===== src/rtl/rd_req_tagger_pkg.sv =====
// rd_req_tagger_pkg
//   Types and constants shared by the read-request tagger and the ROB.
//   tid_next() is the single definition of tID wrap, so the issuing end and the
//   retiring end always step through the same 0..TID_MAX-1 sequence.
package rd_req_tagger_pkg;

    localparam int ID_WIDTH   = 4;
    localparam int ADDR_WIDTH = 32;
    localparam int TID_MAX    = 8;   // power of 2 not required
    localparam int TID_WIDTH  = $clog2(TID_MAX);

    typedef logic [TID_WIDTH-1:0]  tid_t;
    typedef logic [TID_WIDTH:0]    cnt_t;    // 0..TID_MAX inclusive
    typedef logic [ID_WIDTH-1:0]   axi_id_t;
    typedef logic [ADDR_WIDTH-1:0] axi_addr_t;

    localparam cnt_t CNT_MAX = cnt_t'(TID_MAX);
    localparam cnt_t CNT_ONE = cnt_t'(1);

    // Tagged request held in the output stage
    typedef struct packed {
        tid_t      tid;
        axi_addr_t addr;
    } tag_req_t;

    function automatic tid_t tid_next(input tid_t t);
        return (t == tid_t'(TID_MAX - 1)) ? '0 : t + tid_t'(1);
    endfunction

endpackage


===== src/rtl/rd_req_tagger_if.sv =====
// rd_req_tagger_if
//   Bundles the AR input, tagged-request output, retire, lookup and status
//   signals of rd_req_tagger.
//   slave  : the tagger side (drives arready_o, req_*_o, lookup_id_o, outstanding_o, err_o)
//   master : the surrounding logic / bench side
interface rd_req_tagger_if;
    import rd_req_tagger_pkg::*;

    logic      arvalid_i;
    logic      arready_o;
    axi_id_t   arid_i;
    axi_addr_t araddr_i;
    logic      req_valid_o;
    logic      req_ready_i;
    tid_t      req_tid_o;
    axi_addr_t req_addr_o;
    logic      retire_valid_i;
    tid_t      retire_tid_i;
    tid_t      lookup_tid_i;
    axi_id_t   lookup_id_o;
    cnt_t      outstanding_o;
    logic      err_o;

    modport slave (
        input  arvalid_i, arid_i, araddr_i, req_ready_i,
               retire_valid_i, retire_tid_i, lookup_tid_i,
        output arready_o, req_valid_o, req_tid_o, req_addr_o,
               lookup_id_o, outstanding_o, err_o
    );

    modport master (
        output arvalid_i, arid_i, araddr_i, req_ready_i,
               retire_valid_i, retire_tid_i, lookup_tid_i,
        input  arready_o, req_valid_o, req_tid_o, req_addr_o,
               lookup_id_o, outstanding_o, err_o
    );

endinterface


===== src/rtl/rd_req_tagger_tid_id_table.sv =====
// tid_id_table
//   TID_MAX x ID_WIDTH register file holding the original ARID of each tID.
//   One synchronous write, one asynchronous read. A read of the entry being
//   written in the same cycle returns the old contents.
//   clk, rst_n : clock, synchronous active-low reset (clears all entries)
//   we, waddr, wdata : write port
//   raddr, rdata     : combinational read port
module tid_id_table
    import rd_req_tagger_pkg::*;
(
    input  logic    clk,
    input  logic    rst_n,
    input  logic    we,
    input  tid_t    waddr,
    input  axi_id_t wdata,
    input  tid_t    raddr,
    output axi_id_t rdata
);

    axi_id_t mem [TID_MAX];

    always_ff @(posedge clk) begin
        if (!rst_n) begin
            for (int i = 0; i < TID_MAX; i++) mem[i] <= '0;
        end else if (we) begin
            mem[waddr] <= wdata;
        end
    end

    // Codes past TID_MAX-1 exist when TID_MAX is not a power of 2; read them as 0
    assign rdata = (int'(raddr) < TID_MAX) ? mem[raddr] : '0;

endmodule


===== src/rtl/rd_req_tagger.sv =====
// rd_req_tagger
//   Front end of the DRAM-cache read path. Stamps each accepted AR request
//   with the next sequential tID, forwards it to tag-compare through a single
//   output register, remembers its ARID for the ROB, and caps in-flight reads
//   at TID_MAX. In-order retires from the ROB return credits.
//   clk, rst_n : clock, synchronous active-low reset
//   bus        : rd_req_tagger_if.slave (AR in, tagged req out, retire, lookup, status)
module rd_req_tagger
    import rd_req_tagger_pkg::*;
(
    input  logic               clk,
    input  logic               rst_n,
    rd_req_tagger_if.slave     bus
);

    tid_t     issue_ptr, retire_ptr;
    cnt_t     outstanding;
    logic     out_vld;
    tag_req_t out_q;
    logic     err;

    logic     out_free;
    logic     accept;
    logic     retire_ok;
    logic     retire_bad;

    // Output stage can take a new entry when empty or draining this cycle
    assign out_free      = !out_vld || bus.req_ready_i;
    assign bus.arready_o = rst_n && (outstanding < CNT_MAX) && out_free;
    assign accept        = bus.arvalid_i && bus.arready_o;

    // Retires must come back in issue order and only for live tIDs
    assign retire_ok  = bus.retire_valid_i && (outstanding != '0)
                        && (bus.retire_tid_i == retire_ptr);
    assign retire_bad = bus.retire_valid_i && !retire_ok;

    always_ff @(posedge clk) begin
        if (!rst_n) begin
            out_vld <= 1'b0;
            out_q   <= '0;
        end else if (accept) begin
            out_vld    <= 1'b1;
            out_q.tid  <= issue_ptr;
            out_q.addr <= bus.araddr_i;
        end else if (bus.req_ready_i) begin
            out_vld <= 1'b0;
        end
    end

    always_ff @(posedge clk) begin
        if (!rst_n) begin
            issue_ptr   <= '0;
            retire_ptr  <= '0;
            outstanding <= '0;
            err         <= 1'b0;
        end else begin
            if (accept)    issue_ptr  <= tid_next(issue_ptr);
            if (retire_ok) retire_ptr <= tid_next(retire_ptr);
            case ({accept, retire_ok})
                2'b10:   outstanding <= outstanding + CNT_ONE;
                2'b01:   outstanding <= outstanding - CNT_ONE;
                default: outstanding <= outstanding;
            endcase
            if (retire_bad) err <= 1'b1;
        end
    end

    tid_id_table u_tbl (
        .clk   (clk),
        .rst_n (rst_n),
        .we    (accept),
        .waddr (issue_ptr),
        .wdata (bus.arid_i),
        .raddr (bus.lookup_tid_i),
        .rdata (bus.lookup_id_o)
    );

    assign bus.req_valid_o   = out_vld;
    assign bus.req_tid_o     = out_q.tid;
    assign bus.req_addr_o    = out_q.addr;
    assign bus.outstanding_o = outstanding;
    assign bus.err_o         = err;

endmodule


===== src/flat_wrapper.sv =====
// flat-port wrapper written by rule: the top's interface ports become plain ports
module rd_req_tagger_flat import rd_req_tagger_pkg::*;
  (clk, rst_n, bus_arvalid_i, bus_arid_i, bus_araddr_i, bus_req_ready_i, bus_retire_valid_i, bus_retire_tid_i, bus_lookup_tid_i, bus_arready_o, bus_req_valid_o, bus_req_tid_o, bus_req_addr_o, bus_lookup_id_o, bus_outstanding_o, bus_err_o);
  rd_req_tagger_if bus_i ();
  input  logic clk;
  input  logic rst_n;
  input wire logic [$bits(bus_i.arvalid_i)-1:0] bus_arvalid_i;
  input wire logic [$bits(bus_i.arid_i)-1:0] bus_arid_i;
  input wire logic [$bits(bus_i.araddr_i)-1:0] bus_araddr_i;
  input wire logic [$bits(bus_i.req_ready_i)-1:0] bus_req_ready_i;
  input wire logic [$bits(bus_i.retire_valid_i)-1:0] bus_retire_valid_i;
  input wire logic [$bits(bus_i.retire_tid_i)-1:0] bus_retire_tid_i;
  input wire logic [$bits(bus_i.lookup_tid_i)-1:0] bus_lookup_tid_i;
  output wire logic [$bits(bus_i.arready_o)-1:0] bus_arready_o;
  output wire logic [$bits(bus_i.req_valid_o)-1:0] bus_req_valid_o;
  output wire logic [$bits(bus_i.req_tid_o)-1:0] bus_req_tid_o;
  output wire logic [$bits(bus_i.req_addr_o)-1:0] bus_req_addr_o;
  output wire logic [$bits(bus_i.lookup_id_o)-1:0] bus_lookup_id_o;
  output wire logic [$bits(bus_i.outstanding_o)-1:0] bus_outstanding_o;
  output wire logic [$bits(bus_i.err_o)-1:0] bus_err_o;
  assign bus_i.arvalid_i = bus_arvalid_i;
  assign bus_i.arid_i = bus_arid_i;
  assign bus_i.araddr_i = bus_araddr_i;
  assign bus_i.req_ready_i = bus_req_ready_i;
  assign bus_i.retire_valid_i = bus_retire_valid_i;
  assign bus_i.retire_tid_i = bus_retire_tid_i;
  assign bus_i.lookup_tid_i = bus_lookup_tid_i;
  assign bus_arready_o = bus_i.arready_o;
  assign bus_req_valid_o = bus_i.req_valid_o;
  assign bus_req_tid_o = bus_i.req_tid_o;
  assign bus_req_addr_o = bus_i.req_addr_o;
  assign bus_lookup_id_o = bus_i.lookup_id_o;
  assign bus_outstanding_o = bus_i.outstanding_o;
  assign bus_err_o = bus_i.err_o;
  rd_req_tagger u_core (.clk(clk), .rst_n(rst_n), .bus(bus_i));
endmodule

===== config.mk =====
export PLATFORM = sky130hd
export DESIGN_NAME = rd_req_tagger_flat
export DESIGN_NICKNAME = d
export VERILOG_FILES = /design/src/rtl/rd_req_tagger_pkg.sv /design/src/rtl/rd_req_tagger_if.sv /design/src/rtl/rd_req_tagger_tid_id_table.sv /design/src/rtl/rd_req_tagger.sv /design/src/flat_wrapper.sv
export SDC_FILE = /design/constraint.sdc
export NUM_CORES = 1
export LEC_CHECK = 0
export BUFFER_PORTS_ARGS = -buffer_cell sky130_fd_sc_hd__buf_2
export CORE_AREA = 2 2 90 92
export CTS_CLUSTER_DIAMETER = 200
export CTS_CLUSTER_SIZE = 16
export DETAILED_ROUTE_END_ITERATION = 10
export DIE_AREA = 0 0 92 94
export PLACE_DENSITY_LB_ADDON = 0.05
export SLEW_MARGIN = 20
export SYNTH_ARGS = -nofsm -noshare
export SYNTH_HDL_FRONTEND = slang
export SYNTH_SLANG_ARGS = --single-unit

===== constraint.sdc =====
create_clock -name clk -period 2.5 [get_ports clk]
set_clock_uncertainty 0.1 [all_clocks]
set_input_delay 0.25 -clock clk [delete_from_list [all_inputs] [get_ports clk]]
set_output_delay 0.25 -clock clk [all_outputs]
set_load 0.01 [all_outputs]

* Word-level counts from Yosys, hierarchy flattened
Memory sizes are Yosys's and may differ from the RTL's.
Index checks and enable logic that the tools add are counted.
** Storage, ports and cells
- Register bits after elaboration :: 47
- Memory bits (writable) :: 32
- Input port bits :: 47
- Logic and storage cells :: 43
- Memories kept :: 1
** Memories
- u_core.u_tbl.mem :: words 8, bits a word 4, read ports 1, clocked after memory_dff 0, write ports 8, RTL line rd_req_tagger_tid_id_table.sv:20 : axi_id_t mem [TID_MAX];
** Operators by class
- Add/subtract/negate cells :: 4
- $lt $le $gt $ge :: 1
- Eq/ne operators :: 5
- Mux-type cells :: 12
- Reduce and logical (&&, ||, !) cells :: 13
** Operator list (number)
- $mux 3 :: 3
- $pmux 4 s2 :: 1
- $mux 1 :: 7
- $add 3x1->3 const B :: 2
- $eq 3x3->1 const B :: 2
- $logic_and 1x1->1 :: 6
- $add 4x1->4 const B :: 1
- $lt 4x4->1 const B :: 1
- $mux 4 :: 1
- $reduce_bool 2->1 :: 2
- $reduce_bool 4->1 :: 1
- $reduce_or 4->1 :: 1
- $sub 4x1->4 const B :: 1
- $eq 3x3->1 :: 1
- $eq 2x1->1 const B :: 1
- $eq 2x2->1 const B :: 1
- $logic_not 1->1 :: 2
- $logic_or 1x1->1 :: 1

* Depth between registers and ports, before layout
Gate-level depths: netlist of run 1.
- Depth in word-level cells :: 9
- Depth in mapped cells :: 12
- Gate-level depth less buffers :: 10

* Cells and area by module
From an unflattened synthesis of run 1, not the netlist that was laid out.
** Second synthesis, totals
- Cells, all modules :: 331
- Area total of the unflattened synthesis :: 3562.2 um^2
** Modules (own cells, without submodules)
- rd_req_tagger :: instances 1, cells an instance 227, area each 2038.2 um^2, seq. area each 940.9 um^2
- tid_id_table :: instances 1, cells an instance 104, area each 1524.0 um^2, seq. area each 960.9 um^2

* Worst setup path after synthesis of run 1
No wires, ideal clock.
- Path type :: flip-flop to flip-flop
- Start point :: register u_core.outstanding[1], in the netlist u_core.bus.outstanding_o[1]
- End point :: register u_core.outstanding[2], in the netlist u_core.bus.outstanding_o[2]
- Library setup time :: 0.076 ns
- Arrival time :: 2.412 ns
- Data required time :: 2.324 ns
- Path slack :: -0.088 ns
- Cell stages (with the launch flop) :: 12
- Path buffers :: 1
- Clock period less this slack :: 2.588 ns
- Cell sequence :: dfxtp_1 nor4_1 nor4b_1 and2_1 buf_2 ha_1 xor2_1 ha_1 a21oi_1 xor2_1 or3_1 a21boi_0
** On the way
- Elaborated cells between the ends (all ways) :: 13
** RTL lines
- start, declared :: RTL line rd_req_tagger.sv:17 : cnt_t outstanding;
- start signal, assigned :: RTL line rd_req_tagger.sv:60 : 2'b10: outstanding <= outstanding + CNT_ONE;
- start signal, assigned :: RTL line rd_req_tagger.sv:61 : 2'b01: outstanding <= outstanding - CNT_ONE;
- start signal, assigned :: RTL line rd_req_tagger.sv:62 : default: outstanding <= outstanding;
- $reduce_bool 4->1 (*) :: RTL line rd_req_tagger.sv:33 : assign retire_ok = bus.retire_valid_i && (outstanding != '0)
- $logic_and 1x1->1 (*) :: RTL line rd_req_tagger.sv:33
- $logic_and 1x1->1 (*) :: RTL line rd_req_tagger.sv:34 : && (bus.retire_tid_i == retire_ptr);
- via u_core.retire_ok :: RTL line rd_req_tagger.sv:24 : logic retire_ok;
- $eq 2x1->1 or $eq 2x2->1 (tied branches) :: RTL line rd_req_tagger.sv:59 : case ({accept, retire_ok})
- $pmux 4 s2 or $reduce_bool 2->1 (tied branches)
The timed path passes the listed nets; every way through them passes the cells marked *.
A chain may end at the register's enable or synchronous reset.

* Worst setup path in the final report of run 1
- Start point :: register u_core.retire_ptr[0]
- End point :: register u_core.outstanding[2], in the netlist u_core.bus.outstanding_o[2]
** On the way
- Word-level cells in the longest chain between the ends :: 4
- Elaborated cells between the ends (all ways) :: 6
** RTL lines
- start, declared :: RTL line rd_req_tagger.sv:16 : tid_t issue_ptr, retire_ptr;
- start signal, assigned :: RTL line rd_req_tagger.sv:58 : if (retire_ok) retire_ptr <= tid_next(retire_ptr);
- $eq 3x3->1 (*) :: RTL line rd_req_tagger.sv:34
- $logic_and 1x1->1 (*) :: RTL line rd_req_tagger.sv:34
- $eq 2x1->1 or $eq 2x2->1 (tied branches) :: RTL line rd_req_tagger.sv:59
- $pmux 4 s2 or $reduce_bool 2->1 (tied branches)
Mark *: on every way between the ends. The rest lies on a longest branch, timed or not.

==> qor.yml, run 1 <==
place.gp.congestion: 0.796
cp_num_buf_inv: 0
finalHoldViolCount: 0
initial_core_util: 0.463
num_antenna_cells: 0
hold_buffers: 0
route.vias.total: 2560
peakVddDrop_v: 0.000339
grt_max_degree: 59
cts_tree: "done"
die_h_um: 94
ys.flop_type: "dfxtp_1"
antenna_left: 0
critical_path.cell_chain: "xor2_1 -> nor4b_2 -> and2_4 -> ha_1 -> xor2_1 -> ha_1 -> a21oi_1 -> xor2_1 -> or3_1 -> a21boi_0"
clk_pin_slew_ps: 90
cts_sinks: 79
end_kind: "register"
finalInstanceArea_um2: 4320
r2r_slack_ps: 130
die_w_um: 92
synth-async-reset-ratio: 0
synth_area_leaders: "edfxtp_1, dfxtp_1, nand2_1"
critical-path-max-stage-delay_ps: 350
grt_pass1_vias: 2413
fmax_ghz: 0.421
drive_above_1_share: 0.315
numCtsBuffers: 9
reg2regPathDepth: 10
critPathRequiredTime_ps: 2680
drc: 0
synth.yosys.seq_area_share: 0.540
yosysWarningCount: 0
antenna_found_initial: 0
crit_family: "simple AND/OR/NAND/NOR gates"
synthXorXnorAreaFrac: 0.0149
viasPerCell: 4.85
synth_fa_ha_area_frac: 0.0249
grt_setup_unrepaired: "false"
hold_slack_ps: 38.3
synth_compound_area_frac: 0.102
clk_latency_ps: 340
startpoint: "u_core.retire_ptr[0]"
yosys.area.top_type: "edfxtp_1"
synth_nets: 382
fin_util: 0.568
clockRootBuffer: "clkbuf_8"
grt_pass1_wl_um: 11500
slowest_stage: "dfxtp_1"
synth_edf_count: 32
hold_class: "input port to register"
syn_area_um2: 3520
criticalPathCategory: "register to register"
synthTopCellsByCount: "nand2_1, dfxtp_1, and2_1"
dieArea_um2: 8650
drt-initial-drc-count: 90
cts_setup_buffers: 0
r2r_start: "u_core.retire_ptr[0]"
globalRouteTotalUtil: 0.171
ys_seq_elements: 79
hpwlAfterDp_um: 5090
overflow: 0
fin_nets: 475
htree_num_levels: 3
path_common_cell: "xor2_1"
period_minus_slack_ps: 2370
final_max_slew_viol_count: 0
cap_violations: 0
timing.max_slew.rel_slack: 0.592
ios: 93
worstHoldPathCells: 3
startpoint_type: "register"
totalWireLength_um: 7270
port_buffers: 92
wl_per_cell_um: 13.8
fin_crit_sh: 0.949
cp_max_fo: 4
powerDensity_nw_per_um2: 651
cp.arrival_ps: 2550
min-delay-start: "bus_araddr_i[26]"
tightestPinTransition_ps: 605
synth_top_family_by_area: "simple AND/OR/NAND/NOR gates"
muxShareOfSynthArea: 0.0781
report.power.total_mw: 2.82
dr.pass1.iters: 4
synth.distinct_cells: 35
core_um2: 7610
holdPathEnd: "u_core.bus.req_addr_o[26]"
syn_avg_cell_area_um2: 10.7
area_growth_syn_to_layout_pct: 22.7
synthCells: 328
r2r_end: "u_core.bus.outstanding_o[2]"
yosysMostFrequentCell: "nand2_1"
cts_max_path_buffers: 2
setup_violations: 0
post_dp_cell_area_um2: 4080
p_leak_nw: 1.84
synth-simple-area-share: 0.209
tns_ps: 0
netlist.area_leader.share: 0.273
row_count: 32
outcome: "finished, final reports clean"
-- worst max path at each step --
stage                                       end  slack [ps]  depth (start not counted)
floorplan           u_core.bus.outstanding_o[2]          10                         12
global placement    u_core.bus.outstanding_o[2]         150                         10
detailed placement  u_core.bus.outstanding_o[2]          70                         10
CTS                 u_core.bus.outstanding_o[2]          60                         10
global route        u_core.bus.outstanding_o[2]           9                         10
finish              u_core.bus.outstanding_o[2]         130                         10
-- per-stage QoR --
step | worst slack, ps | cells
5_1_grt | 9.23 | 528
2_1_floorplan | 12.8 | 328
3_3_place_gp | 151 | 512
6_report | 127 | 528
4_1_cts | 60.1 | 528
3_5_place_dp | 75.0 | 512
-- registers in the layout, indices dropped and copies added (netlist names) --
name and count:
u_core.bus.req_tid_o 3, u_core.issue_ptr 3, u_core.bus.req_addr_o 32, u_core.bus.err_o 1, u_core.retire_ptr 3, u_core.u_tbl.mem 32
u_core.bus.req_valid_o 1, u_core.bus.outstanding_o 4
-- cell usage in the layout, fill, tap and decap left out, drive strengths merged --
master and instances:
nor2b 3, xor2 4, nor4 2, nor4b 2, clkbuf 11, buf 100, and2b 1, o21ai 8
nand4 1, a21oi 1, bufinv 3, edfxtp 32, or3 2, nand2b 8, nor3 4, and3 1
xnor2 2, o31ai 1, mux2 4, nor4bb 1, dfxtp 47, nor2 4, nand3b 2, and2 35
a21boi 41, inv 5, nand2 81, ha 7, mux2i 5, mux4 8
-- timing repair --
item,in CTS,in global routing
endpoints found under the setup margin,0,2
endpoints found under the hold margin,0,0
resized for setup,0,1
-- logic make-up (layout without fill, tap and decap cells) --
logic type               Yosys count  in the layout
AO/OA/AOI/OAI                     51             51
XOR/XNOR                           6              6
adder cells (fa/ha/maj)            7              7
buffers and inverters             21            119
flip-flops                        79             79
multiplexers                      17             17
AND/OR/NAND/NOR                  147            147
-- where the power goes --
part           switching, mW  internal, mW  leakage, nW  total, mW
Combinational          0.143         0.125         1.00      0.268
Sequential            0.0264          1.39        0.715       1.42
Clock                  0.460         0.669        0.118       1.13
-- layer usage --
metal	wire, um	global-route usage	up-vias
li1	-	-	1310
met1	3270	0.220	1177
met2	3490	0.277	62
met3	390	0.0433	11
met4	125	0.0709	0
met5	0	0	-
-- worst reg2reg max path, delay by kind of cell (launching register included) --
family,cells,cell delay [ps]
compound gates,2,200
xor+xnor,3,480
flops,1,350
simple gates,3,850
fa+ha+maj,2,340
-- area by class of cell --
cell class              count  area, um2
multi-input cells         228       1520
fillers                   671       3290
well taps                 102        128
repair buffers            100        520
flip-flops and latches     79       1900
clock inverters             5        105
inverters                   3       13.8
clock buffers              11        131
(Power assumes the default switching activity.)
==> inputs of run 2 (changes only) <==
- CELL_PAD_IN_SITES_DETAIL_PLACEMENT: unset -> 0
- CELL_PAD_IN_SITES_GLOBAL_PLACEMENT: unset -> 1
- CORE_AREA: 2 2 90 92 -> 2 2 102 104
- DIE_AREA: 0 0 92 94 -> 0 0 104 106
==> run 2 against run 1 <==
Critical path depth unchanged. Via count about the same. First-iteration DRC count decreased by 13%. Critical path type unchanged. Largest power group unchanged.
==> qor.yml, run 2 (synthesis gave the netlist of run 1 again) <==
outcome: "finished, final reports clean"
slowest_stage: "dfxtp_1"
antenna_left: 0  # unchanged
cts_max_path_buffers: 2  # unchanged
startpoint_type: "register"
path_common_cell: "xor2_1"
final_max_slew_viol_count: 0  # unchanged
num_antenna_cells: 0  # unchanged
r2r_slack_ps: 200  # +70 ps
cts_tree: "done"
r2r_end: "u_core.bus.outstanding_o[2]"
ios: 93  # unchanged
tns_ps: 0  # unchanged
dieArea_um2: 11000  # +27%
critPathRequiredTime_ps: 2680  # about the same
drc: 0  # unchanged
report.power.total_mw: 2.62  # -6.8%
hold_class: "input port to register"
cap_violations: 0  # unchanged
clk_latency_ps: 340  # about the same
wl_per_cell_um: 14.0  # +1.8%
r2r_start: "u_core.retire_ptr[1]"
reg2regPathDepth: 10  # unchanged
numCtsBuffers: 9  # unchanged
grt_max_degree: 59  # unchanged
final_cell_mix: "buf_2, nand2_1, dfxtp_1"
fin_crit_sh: 0.920  # -0.0297
drt-initial-drc-count: 78  # -13%
cp_max_fo: 3  # -1
area_growth_syn_to_layout_pct: 23.0
place.gp.congestion: 0.731  # -8.1%
overflow: 0  # unchanged
fin_nets: 476  # +0.21%
hpwlAfterDp_um: 5310  # +4.3%
die_h_um: 106  # +13%
clk_pin_slew_ps: 80  # about the same
finalInstanceArea_um2: 4330  # +0.26%
totalWireLength_um: 7890  # +8.6%
peakVddDrop_v: 0.000198  # -41%
startpoint: "u_core.retire_ptr[1]"
critical_path.cell_chain: "xor2_1 -> nor4b_2 -> and2_4 -> ha_1 -> xor2_1 -> ha_1 -> a21oi_1 -> xor2_1 -> or3_1 -> a21boi_1"
port_buffers: 92  # unchanged
timing.max_slew.rel_slack: 0.590  # -0.00168
grt_pass1_wl_um: 13100  # +15%
criticalPathCategory: "register to register"
cts_sinks: 79  # unchanged
placed_cells: 545  # +6.4%
period_minus_slack_ps: 2300  # -74.3 ps
cp.arrival_ps: 2480  # -70 ps
end_kind: "register"
critical-path-max-stage-delay_ps: 340  # about the same
instances_no_fill: 563  # +6.6%
dr.pass1.iters: 4  # unchanged
htree_num_levels: 3  # unchanged
clockRootBuffer: "clkbuf_8"
p_leak_nw: 1.82  # -1.1%
drive_above_1_share: 0.321  # +0.00629
post_dp_cell_area_um2: 4120  # +0.86%
globalRouteTotalUtil: 0.150  # -0.0215
core_um2: 10000  # +31%
row_count: 37  # +16%
fillCellCount: 1020  # +52%
viasPerCell: 4.55  # -6.2%
tightestPinTransition_ps: 608  # +2.49 ps
grt_pass1_vias: 2568  # +6.4%
setup_violations: 0  # unchanged
critPathCapture: "u_core.bus.outstanding_o[2]"
powerDensity_nw_per_um2: 605  # -7.1%
grt_setup_unrepaired: "false"
crit_family: "simple AND/OR/NAND/NOR gates"
final_common_cell: "buf_2"
finalHoldViolCount: 0  # unchanged
initial_core_util: 0.352  # -0.111
fmax_ghz: 0.435  # +3.2%
route.vias.total: 2561  # +0.039%
die_w_um: 104  # +13%
antenna_found_initial: 1  # +1
crit_cells: 10  # unchanged
cp_num_buf_inv: 0  # unchanged
run 2: per-stage QoR:
step | utilization | worst slack (ps) | hold slack (ps)
finish | 0.433 | 201 | 29.8
global placement | 0.412 | 134 | 337
global route | 0.433 | 1.45 | 20.2
detailed placement | 0.412 | 60.2 | 347
floorplan | - | 12.8 | 285
CTS | 0.431 | 23.0 | 15.4
run 2: tightest hold or removal path: cells and delay by family:
kind / cells / cell delay, ps
buf+inv: 1 / 100
simple gates: 1 / 40
compound gates: 1 / 50
run 2: power breakdown:
part | total [mW] | internal, mW | switching, mW
Sequential | 1.42 | 1.39 | 0.0288
Clock | 0.934 | 0.463 | 0.472
Combinational | 0.268 | 0.125 | 0.143
Total | 2.62 | 1.98 | 0.644
run 2: layout make-up:
class                      instances  area, um2  share of cell area
sequential                        79       1900               0.440
multi-input combinational        228       1530               0.352
timing repair buffer             101        528               0.122
tap                              136        170              0.0393
clock buffer                      11        131              0.0303
clock inverter                     5       58.8              0.0136
inverter                           3       13.8             0.00318
run 2: per-layer routing:
layer | vias up | global-route usage | routed length [um]
met2 | 62 | 0.247 | 3760
li1 | 1301 | - | -
met4 | 2 | 0.0579 | 104
met3 | 12 | 0.0392 | 429
met5 | - | 0 | 13
met1 | 1184 | 0.189 | 3590
run 2: worst min-delay path by stage:
stage          slack (ps)  cells past startpoint                  endpoint                    start
2_1_floorplan         280                      2  u_core.bus.req_addr_o[0]          bus_araddr_i[0]
4_1_cts                20                      3  u_core.bus.req_addr_o[6]          bus_araddr_i[6]
3_5_place_dp          350                      2   u_core.bus.req_tid_o[0]  u_core.bus.req_tid_o[0]
6_report               30                      3  u_core.bus.req_addr_o[6]          bus_araddr_i[6]
5_1_grt                20                      3  u_core.bus.req_addr_o[5]          bus_araddr_i[5]
3_3_place_gp          340                      2          u_core.bus.err_o         u_core.bus.err_o
run 2: repair_timing:
item	4_1_cts	5_1_grt
endpoints found under the setup margin	0	1
resized for setup	0	4
hold buffers	0	0
buffers inserted	0	2
endpoints found under the hold margin	0	0
==> inputs of run 3 (changes only) <==
- CORE_AREA: 2 2 102 104 -> 2 2 103 105
- DIE_AREA: 0 0 104 106 -> 0 0 105 107
- SYNTH_HIERARCHICAL: unset -> 1
==> run 3 against run 2 <==
Hold slack gained 12 ps. Flip-flop and latch count is the same. Core utilization grew 0.99 points. First-iteration DRC count grew 2.6%. Die area grew 1.9%. Maximum frequency shrank 2.5%. Synthesized cell count grew 0.91%. Critical endpoint is now u_core/bus.outstanding_o[3].
==> qor.yml, run 3 <==
hold_slack_ps: 41.9  # +12.2 ps
cap_violations: 0  # unchanged
drc: 0  # unchanged
outcome: "finished, final reports clean"
totalWireLength_um: 7970  # +1.0%
end_kind: "register"
synth_nets: 386  # +1.0%
row_count: 37  # unchanged
antenna_found_initial: 0  # -1
startpoint_type: "register"
ys_seq_elements: 79  # unchanged
drt-initial-drc-count: 80  # +2.6%
final-seq-area_um2: 1900  # about the same
syn_avg_cell_area_um2: 10.8  # +0.18%
tightestPinTransition_ps: 534  # -73.5 ps
synth-async-reset-ratio: 0  # unchanged
overflow: 0  # unchanged
hold_class: "input port to register"
peakVddDrop_v: 0.000291  # +47%
synth.yosys.seq_area_share: 0.534  # -0.00588
synth_edf_count: 32  # unchanged
p_leak_nw: 1.85  # +1.9%
route.vias.total: 2647  # +3.4%
clockRootBuffer: "clkbuf_8"
netlist.area_leader.share: 0.270  # -0.00297
cp_max_fo: 5  # +2
syn_area_um2: 3560  # +1.1%
cts_tree: "done"
wl_per_cell_um: 14.0  # -0.23%
htree_num_levels: 3  # unchanged
powerDensity_nw_per_um2: 638  # +5.3%
die_h_um: 107  # +0.94%
drive_above_1_share: 0.346  # +0.0248
antenna_left: 0  # unchanged
dieArea_um2: 11200  # +1.9%
num_antenna_cells: 0  # unchanged
yosysMostFrequentCell: "nand2_1"
grt_max_degree: 61  # +3.4%
tns_ps: 0  # unchanged
final_max_slew_viol_count: 0  # unchanged
die_w_um: 105  # +0.96%
hold_buffers: 0  # unchanged
final_common_cell: "buf_2"
setup_violations: 0  # unchanged
criticalPathCategory: "register to register"
multiInputGateArea_um2: 1510  # -1.2%
core_um2: 10100  # +0.93%
period_minus_slack_ps: 2360  # +58.0 ps
ios: 93  # unchanged
fmax_ghz: 0.424  # -2.5%
critPathRequiredTime_ps: 2680  # about the same
grt_pass1_vias: 2610  # +1.6%
grt_pass1_wl_um: 13100  # -0.37%
cp.arrival_ps: 2530  # +50 ps
finalInstanceArea_um2: 4470  # +3.2%
fin_nets: 484  # +1.7%
numCtsBuffers: 9  # unchanged
yosysWarningCount: 6  # +6
clk_latency_ps: 340  # about the same
viasPerCell: 4.64  # +2.1%
clk_pin_slew_ps: 90  # about the same
synth_area_leaders: "edfxtp_1, dfxtp_1, nand2_1"
fin_crit_sh: 0.943  # +0.0232
cts_sinks: 79  # unchanged
timing.max_slew.rel_slack: 0.643  # +0.0528
place.gp.congestion: 0.727  # -0.63%
port_buffers: 92  # unchanged
area_growth_syn_to_layout_pct: 25.6
synthCells: 331  # +0.91%
synth.distinct_cells: 37  # +5.7%
synthTopCellsByCount: "nand2_1, dfxtp_1, edfxtp_1"
dr.pass1.iters: 4  # unchanged
post_dp_cell_area_um2: 4180  # +1.4%
fillCellCount: 1071  # +5.0%
globalRouteTotalUtil: 0.149  # -0.00122
cts_max_path_buffers: 2  # unchanged
yosys.area.top_type: "edfxtp_1"
finalHoldViolCount: 0  # unchanged
hpwlAfterDp_um: 5280  # -0.54%
ys.flop_type: "dfxtp_1"
initial_core_util: 0.353  # +0.000611
final_cell_mix: "buf_2, nand2_1, dfxtp_1"
==> run 3: cell types whose count changed after synthesis, moves of 9 or more <==
cell,change
a21boi_2,+10
and2_1,-32
clkbuf_1,+9
nor3_1,+23
==> run 3: path summary, 6_finish.rpt <==
check | from | slack, ps | endpoint | cells after the start
max | u_core/bus.outstanding_o[1] | 140 | u_core/bus.outstanding_o[3] | 9
min | bus_araddr_i[1] | 40 | u_core/bus.req_addr_o[1] | 3
max reg2reg | u_core/bus.outstanding_o[1] | 140 | u_core/bus.outstanding_o[3] | 9
min reg2reg | u_core/bus.req_addr_o[30] | 360 | u_core/bus.req_addr_o[30] | 2
==> run 3: metal layers <==
metal	part of all wire	GRT usage	routed length, um	vias to the layer above
met5	0	0	0	-
met4	0.016	0.0600	129	0
met3	0.060	0.0426	478	11
met2	0.46	0.239	3680	63
met1	0.46	0.188	3680	1222
li1	-	-	-	1351
==> run 3: per-stage QoR <==
| stage | util | setup WS [ps] | total power, mW | cells |
|---|---|---|---|---|
| after detailed placement | 0.414 | 83.3 | 1.73 | 551 |
| final | 0.443 | 143 | 2.85 | 570 |
| after global placement | 0.414 | 124 | 1.73 | 551 |
| after global routing | 0.443 | -2.62 | 2.98 | 570 |
| after CTS | 0.438 | 56.1 | 2.90 | 567 |
| after floorplan | - | 12.0 | 1.61 | 331 |
==> run 3: what timing repair did <==
action                                  in CTS  in global routing
resized for setup                            0                  5
endpoints found under the hold margin        0                  0
setup buffers                                0                  3
endpoints found under the setup margin       0                  1
==> run 3: cell type report <==
type                            instances  area share
Clock buffer                            9      0.0277
Clock inverter                          7      0.0266
Inverter                                9     0.00867
Multi-Input combinational cell        218       0.337
Sequential cell                        79       0.425
Tap cell                              136      0.0380
Timing Repair Buffer                  112       0.137
==> run 3: kinds of logic after synthesis <==
group                      share of synthesized area
and+or+nand+nor                                0.169
DFF                                            0.534
AOI/OAI and AO/OA                              0.113
buffers and inverters                         0.0555
muxes                                         0.0857
adders and majority gates                     0.0302
xor gates and xnor gates                      0.0123
==> run 3: worst max-delay path, cell delays in order, from the launching register on <==
cell and delay [ps]:
dfxtp_1 380, or4_4 500, nand4_1 120, nor2_2 60, ha_2 210, buf_4 150, ha_4 220, a21oi_2 140
mux2i_1 220, mux2i_1 190
==> run 3: where the power goes <==
| group | internal, mW | switching (mW) |
|---|---|---|
| Combinational | 0.135 | 0.153 |
| Sequential | 1.39 | 0.0246 |
| Clock | 0.667 | 0.485 |
